File: src/rtl/pipeline_pkg.sv
// rtl/pipeline_pkg.sv - shared types and constants for the pipeline hazard logic
package pipeline_pkg;

   typedef enum logic [1:0] {
      FWD_RF = 2'b00,
      FWD_W  = 2'b01,
      FWD_M  = 2'b10
   } fwd_sel_t;

   typedef enum logic [1:0] {
      RUN      = 2'b00,
      MEM_WAIT = 2'b01,
      ERROR    = 2'b10
   } hz_state_t;

   localparam logic [1:0] RESULT_SRC_LOAD = 2'b01;

   // x0 is hardwired to zero, so it never produces a real dependency.
   function automatic logic reg_match(input logic [4:0] rs, input logic [4:0] rd);
      return (rs != 5'd0) && (rs == rd);
   endfunction

endpackage

File: src/rtl/forwarding_unit.sv
// rtl/forwarding_unit.sv - E-stage operand bypass select for one source register
module forwarding_unit
   import pipeline_pkg::*;
(
   input  logic [4:0] rs,
   input  logic [4:0] rd_m,
   input  logic [4:0] rd_w,
   input  logic       reg_write_m,
   input  logic       reg_write_w,
   output fwd_sel_t   sel
);

   // M holds the younger result, so it wins over W.
   always_comb begin
      sel = FWD_RF;
      if (reg_write_m && reg_match(rs, rd_m))
         sel = FWD_M;
      else if (reg_write_w && reg_match(rs, rd_w))
         sel = FWD_W;
   end

endmodule

File: src/rtl/hazard_controller.sv
// rtl/hazard_controller.sv - stall/flush/forward control, memory-wait FSM and perf counters
module hazard_controller
   import pipeline_pkg::*;
#(
   parameter int CNT_W       = 32,
   parameter int MEM_TIMEOUT = 64
) (
   input  logic             clk,
   input  logic             reset_n,
   input  logic [4:0]       rs1_d,
   input  logic [4:0]       rs2_d,
   input  logic [4:0]       rs1_e,
   input  logic [4:0]       rs2_e,
   input  logic [4:0]       rd_e,
   input  logic [4:0]       rd_m,
   input  logic [4:0]       rd_w,
   input  logic [1:0]       result_src_e,
   input  logic             reg_write_m,
   input  logic             reg_write_w,
   input  logic             pc_src_e,
   input  logic             dmem_req_m,
   input  logic             dmem_ready,
   output logic [1:0]       forward_a_e,
   output logic [1:0]       forward_b_e,
   output logic             stall_f,
   output logic             stall_d,
   output logic             stall_e,
   output logic             stall_m,
   output logic             flush_d,
   output logic             flush_e,
   output logic             flush_w,
   output logic             mem_timeout,
   output logic [CNT_W-1:0] stall_cycles,
   output logic [CNT_W-1:0] flush_count
);

   hz_state_t   state, state_nxt;
   logic [31:0] wait_cnt, wait_cnt_nxt;
   logic        timeout_set;
   logic        lw_stall, mem_stall, branch_taken;
   fwd_sel_t    fwd_a, fwd_b;

   forwarding_unit u_fwd_a (
      .rs          (rs1_e),
      .rd_m        (rd_m),
      .rd_w        (rd_w),
      .reg_write_m (reg_write_m),
      .reg_write_w (reg_write_w),
      .sel         (fwd_a)
   );

   forwarding_unit u_fwd_b (
      .rs          (rs2_e),
      .rd_m        (rd_m),
      .rd_w        (rd_w),
      .reg_write_m (reg_write_m),
      .reg_write_w (reg_write_w),
      .sel         (fwd_b)
   );

   assign forward_a_e = reset_n ? fwd_a : FWD_RF;
   assign forward_b_e = reset_n ? fwd_b : FWD_RF;

   assign lw_stall  = (result_src_e == RESULT_SRC_LOAD) &&
                      (reg_match(rs1_d, rd_e) || reg_match(rs2_d, rd_e));
   assign mem_stall = dmem_req_m && !dmem_ready;

   // A memory wait freezes the whole front end; branch and load-use are
   // simply re-evaluated once the access completes.
   always_comb begin
      stall_f      = 1'b0;
      stall_d      = 1'b0;
      stall_e      = 1'b0;
      stall_m      = 1'b0;
      flush_d      = 1'b0;
      flush_e      = 1'b0;
      flush_w      = 1'b0;
      branch_taken = 1'b0;
      if (!reset_n) begin
         flush_d = 1'b1;
         flush_e = 1'b1;
         flush_w = 1'b1;
      end else if (state == ERROR || mem_stall) begin
         stall_f = 1'b1;
         stall_d = 1'b1;
         stall_e = 1'b1;
         stall_m = 1'b1;
         flush_w = 1'b1;
      end else if (pc_src_e) begin
         flush_d      = 1'b1;
         flush_e      = 1'b1;
         branch_taken = 1'b1;
      end else if (lw_stall) begin
         stall_f = 1'b1;
         stall_d = 1'b1;
         flush_e = 1'b1;
      end
   end

   always_comb begin
      state_nxt    = state;
      wait_cnt_nxt = wait_cnt;
      timeout_set  = 1'b0;
      case (state)
         RUN: begin
            if (mem_stall) begin
               state_nxt    = MEM_WAIT;
               wait_cnt_nxt = 32'd1;
            end
         end
         MEM_WAIT: begin
            if (dmem_ready || !dmem_req_m) begin
               state_nxt    = RUN;
               wait_cnt_nxt = 32'd0;
            end else begin
               wait_cnt_nxt = wait_cnt + 32'd1;
               if (MEM_TIMEOUT != 0 && wait_cnt == 32'(MEM_TIMEOUT - 1)) begin
                  state_nxt   = ERROR;
                  timeout_set = 1'b1;
               end
            end
         end
         ERROR:   state_nxt = ERROR;
         default: state_nxt = RUN;
      endcase
   end

   always_ff @(posedge clk) begin
      if (!reset_n) begin
         state        <= RUN;
         wait_cnt     <= 32'd0;
         mem_timeout  <= 1'b0;
         stall_cycles <= '0;
         flush_count  <= '0;
      end else begin
         state       <= state_nxt;
         wait_cnt    <= wait_cnt_nxt;
         mem_timeout <= mem_timeout | timeout_set;
         if (stall_f && stall_cycles != '1)
            stall_cycles <= stall_cycles + CNT_W'(1);
         if (branch_taken && flush_count != '1)
            flush_count <= flush_count + CNT_W'(1);
      end
   end

endmodule

File: config.mk
export PLATFORM = sky130hd
export DESIGN_NAME = hazard_controller
export DESIGN_NICKNAME = d
export VERILOG_FILES = /design/src/rtl/pipeline_pkg.sv /design/src/rtl/forwarding_unit.sv /design/src/rtl/hazard_controller.sv
export SDC_FILE = /design/constraint.sdc
export NUM_CORES = 1
export LEC_CHECK = 0
export ABC_AREA = 1
export BUFFER_PORTS_ARGS = -buffer_cell sky130_fd_sc_hd__buf_2
export CAP_MARGIN = 5
export CORE_MARGIN = 8
export CORE_UTILIZATION = 35
export CTS_BUF_LIST = sky130_fd_sc_hd__clkbuf_4
export DETAILED_ROUTE_END_ITERATION = 10
export SYNTH_ARGS = -nofsm -noshare
export SYNTH_HDL_FRONTEND = slang
export SYNTH_SLANG_ARGS = --single-unit
File: constraint.sdc
create_clock -name clk -period 1.85 [get_ports clk]
set_input_delay 0.37 -clock clk [delete_from_list [all_inputs] [get_ports clk]]
set_output_delay 0.37 -clock clk [all_outputs]
set_load 0.01 [all_outputs]
* Yosys cells after proc, flatten, opt, wreduce, memory -nomap -nowiden
Index checks and enable logic that the tools add are counted.
** Word-level totals
- Output and inout port bits :: 76
- Word-level logic and storage cells :: 80
- Input port bits :: 44
- Register bits after elaboration :: 99
** Cells by class
- Reductions and logical operators :: 27
- Add/sub/neg operators :: 3
- Bitwise logic cells :: 1
- Equal/unequal tests :: 14
- Mux-type cells :: 30
** Operator list (count)
- adder 32 x 1 -> 32 bit (second input constant) :: 3
- 2-to-1 mux 32 bit :: 2
- inequality test 32 bit (second input constant) :: 2
- case mux 32 bit (2 select lines) :: 1
- equality test 32 x 6 -> 1 bit (second input constant) :: 1
- equality test 5 bit :: 6
- nonzero test 5 bit :: 4
- 2-to-1 mux 1 bit :: 19
- logical AND 1 bit :: 14
- 2-to-1 mux 2 bit :: 7
- case mux 2 bit (3 select lines) :: 1
- equality test 2 x 1 -> 1 bit (second input constant) :: 2
- AND reduction 2 bit :: 2
- logical OR 1 bit :: 3
- inequality test 3 bit (second input constant) :: 1
- equality test 2 bit (second input constant) :: 1
- logical NOT 1 bit :: 2
- logical NOT 2 bit :: 1
- inequality test 2 bit (second input constant) :: 1
- nonzero test 2 bit :: 1
- bitwise OR 1 bit :: 1

* Depth between registers and ports, before layout
- Depth in word-level cells :: 9
- Mapped depth :: 14

* Cells and area by module
Synthesis repeated with hierarchy kept, for this count alone.
** Unflattened totals
- Cell total of the unflattened synthesis :: 1196
- Area total of the unflattened synthesis :: 6990.5 sq um
** Modules (own cells, without submodules)
- hazard_controller :: area an instance 6515.0 sq um, cells each 1074, times used 1
- forwarding_unit :: area an instance 237.7 sq um, cells each 61, times used 2

* Worst setup path before layout
Ideal clock, no wire load.
- Path kind :: input-to-output
- Start :: input port dmem_req_m
- End :: output port stall_f
- Data arrival time :: 1.379 ns
- Slack :: 0.101 ns
- Cell stages on the path :: 9
- Data required time :: 1.480 ns
- Path through :: inv_1 nor2_4 inv_1 nand2_1 inv_2 nand2_1 nand2_1 a21oi_1 buf_4
** On the way
- Word-level cells in the longest chain between the ends :: 4
** RTL lines
- from (decl) :: RTL line hazard_controller.sv:21 : input logic dmem_req_m,
- logical AND 1 bit :: RTL line hazard_controller.sv:66 : assign mem_stall = dmem_req_m && !dmem_ready;
- logical OR 1 bit :: RTL line hazard_controller.sv:83 : end else if (state == ERROR || mem_stall) begin
- 2-to-1 mux 1 bit (2 in series)
- to (decl) :: RTL line hazard_controller.sv:25 : output logic stall_f,
No other way between the ends.

* Final worst setup path
- Start :: register state[0]
- End :: output port stall_f
** On the way
- Word-level cells in the longest chain between the ends :: 4
** RTL lines
- from (decl) :: RTL line hazard_controller.sv:37 : hz_state_t state, state_nxt;
- from (signal assigned) :: RTL line hazard_controller.sv:136 : state <= state_nxt;
- equality test 2 bit :: RTL line hazard_controller.sv:83
- logical OR 1 bit :: RTL line hazard_controller.sv:83
- 2-to-1 mux 1 bit :: RTL line hazard_controller.sv:83
- 2-to-1 mux 1 bit :: RTL line hazard_controller.sv:79 : if (!reset_n) begin
No other way between the ends.

==> out/metrics.yaml <==
synth-async-reset-ratio_pct: 0
netlist_instances: 1088
layout.nets: 1311
totalWireLength_mm: 21.06
ys_ff_latch: 99
final_cell_count_no_fill: 1504
dp.cells: 1479
drtIter0Drc: 424
ys_seq_area_share_pct: 29.64
period_needed_ps: 1851
ys_warn_count: 0
grt_usage_pct: 17.33
arrival_ps: 1480
grt_max_degree: 35
clock_latency_ps: 500
portBuffers: 119
period_share_pct: 100.1
worst_setup_path_start_kind: "flop"
core_mm2: 0.01871
ant_nets: 0
synth.distinct_cells: 43
clockBufferDepth: 2
grt_pass1_vias: 7182
cp.required_ps: 1480
grt_pass1_wl_mm: 34.31
violations: "setup timing"
slew_headroom_pct: 64.81
end_kind: "output pin"
max_cap_viol_count: 0
die_h_um: 154.2
finClkSkew_ps: 29.94
detail_route.wl_per_cell_um: 14.00
antenna_found_initial: 1
whs_ps: 191.4
synth_edf_count: 0
finalWorstSetupSlack_ps: -1.049
syn_area_per_cell_um2: 6.146
cts_tree: "yes"
timing_worst_setup_path_type: "flop to output pin"
drc: 0
final_hold_viol_count: 0
layout_common_cells: "nand2_1, nor2_1, buf_2"
fp.dieArea_mm2: 0.02378
powerDensity_mw_per_mm2: 468.4
drtPass1Iterations: 5
yosysTopAreaCellShare_pct: 29.64
hold_class: "input pin to flop"
layout_commonest_cell: "nand2_1"
synth_area_mm2: 0.006686
routed_via_density: 5.035
syn_nets: 1135
ir_worst_vdd_mv: 0.3901
timing.fmax_ghz: 0.5402
grt_setup_unrepaired: "yes"
yosys.area.top_type: "dfxtp_1"
initial_core_util_pct: 35.75
numCtsBuffers: 9
slew_viol_final: 0
grt-ovfl-total: 0
cts_sinks: 99
cts_root_buf: "clkbuf_4"
p_leak_nw: 3.462
finalSetupViolCount: 1
ctsHoldBuffers: 0
clk_pin_slew_ps: 190
worstPathMaxFanout: 3
status: "finished, violations left"
fp.dieW_um: 154.2
worstMarginPinSlew_ps: 523.1
area_delta_synth_final_pct: 25.58
gp_congestion: 0.9173
rows: 50
ys_top_cells_by_area: "dfxtp_1, nand2_1, nor2_1"
fin_util_pct: 44.89
via_count: 7572
dpl.hpwl_mm: 16.43
drive_gt1_share_pct: 22.70
cts-htree-levels: 3
reg2reg_slack_ps: 110
io_pins: 120
synth_ff_type: "dfxtp_1"
## repair_timing
item,4_1_cts,5_1_grt
pin swaps,3,8
buffers inserted,5,3
setup endpoints to repair,7,30
gates resized for setup,16,40
hold endpoints to repair,0,0
## stage by stage
stage / setup WS [ps] / TNS, ps / total power [mW] / instance area [um^2]
detailed placement: 31.42 / 0 / 2.644 / 7996
global route: -87.72 / -331.4 / 4.098 / 8397
CTS: -37.45 / -82.84 / 3.952 / 8227
finish: -1.049 / -1.049 / 3.933 / 8397
global placement: 32.93 / 0 / 2.640 / 7996
floorplan: 101.1 / 0 / 2.434 / 6686
## path summary, 6_finish.rpt
kind | from | to | cells after the start
worst max-delay path | state[0]$_SDFFE_PN0P_ | stall_f | 8
worst min-delay path | reset_n | stall_cycles[0]$_SDFFE_PN0P_ | 3
worst max register to register | state[0]$_SDFFE_PN0P_ | flush_count[27]$_SDFFE_PN0P_ | 15
worst min register to register | mem_timeout$_SDFF_PN0_ | mem_timeout$_SDFF_PN0_ | 2
## layer usage
layer  wire [um]  part of all wire (%)  up-vias  global-route usage [%]
met1       10010                    48     3434                   22.84
met4         374                   1.8        0                   5.740
li1            -                     -     3916                       -
met5           0                     0        -                       0
met3        1284                   6.1       23                   3.957
met2        9390                    45      199                   27.44
## where the power goes
group	switching [mW]	total [mW]	internal (mW)
combinational	0.291	0.489	0.198
sequential	0.00505	2.15	2.14
clock	0.860	1.29	0.435
total	1.16	3.93	2.78
## kinds of logic after synthesis
| kind of cell | count (synthesis) | share of synthesized area (%) |
|---|---|---|
| buffers and inverters | 143 | 9.057 |
| AOI/OAI and AO/OA | 127 | 10.39 |
| xor gates and xnor gates | 31 | 4.061 |
| and+or+nand+nor | 685 | 46.29 |
| DFF | 99 | 29.64 |
| adders and majority gates | 3 | 0.5614 |
## sequential cells by signal (all words and copies together) (netlist names)
name	count
state	2
flush_count	32
stall_cycles	32
mem_timeout	1
wait_cnt	32
## cell usage after synthesis, types with 2 or more instances
master,count
nor3_2,4
a21oi_1,77
nand3_1,51
nor2_4,5
xor2_1,17
a31oi_1,4
a221oi_1,4
and3_1,2
o21ai_1,2
ha_1,3
nor3b_1,6
a21boi_0,2
nor4_1,6
nor2_1,139
o21ai_0,27
nor3_1,36
o211ai_1,2
clkbuf_1,12
buf_2,14
or2_2,2
nand2_2,8
buf_4,3
inv_2,5
o2111ai_1,2
a211oi_1,3
o221ai_1,3
nand3_2,2
dfxtp_1,99
inv_1,103
nand3b_1,17
nand2_1,339
buf_6,5
xnor2_1,14
nor2_2,6
nand4_1,56
## final cells by class
type / count / area [um^2]
Antenna cell: 1 / 2.502
Fill cell: 1972 / 10310
Inverter: 109 / 414.1
Clock buffer: 9 / 67.56
Tap cell: 234 / 292.8
Sequential cell: 99 / 1989
Timing Repair Buffer: 199 / 1310
Clock inverter: 7 / 80.08
Multi-Input combinational cell: 846 / 4240
## worst max-delay path, cell delays in order, from the launching register on
cell and delay (ps):
dfxtp_2 350, inv_2 50, nand2_2 50, nand2_2 70, inv_2 50, nand2_4 70, nand2_4 80, a21oi_2 130
buf_2 150
No activity file was read; power rests on OpenSTA's default activity.
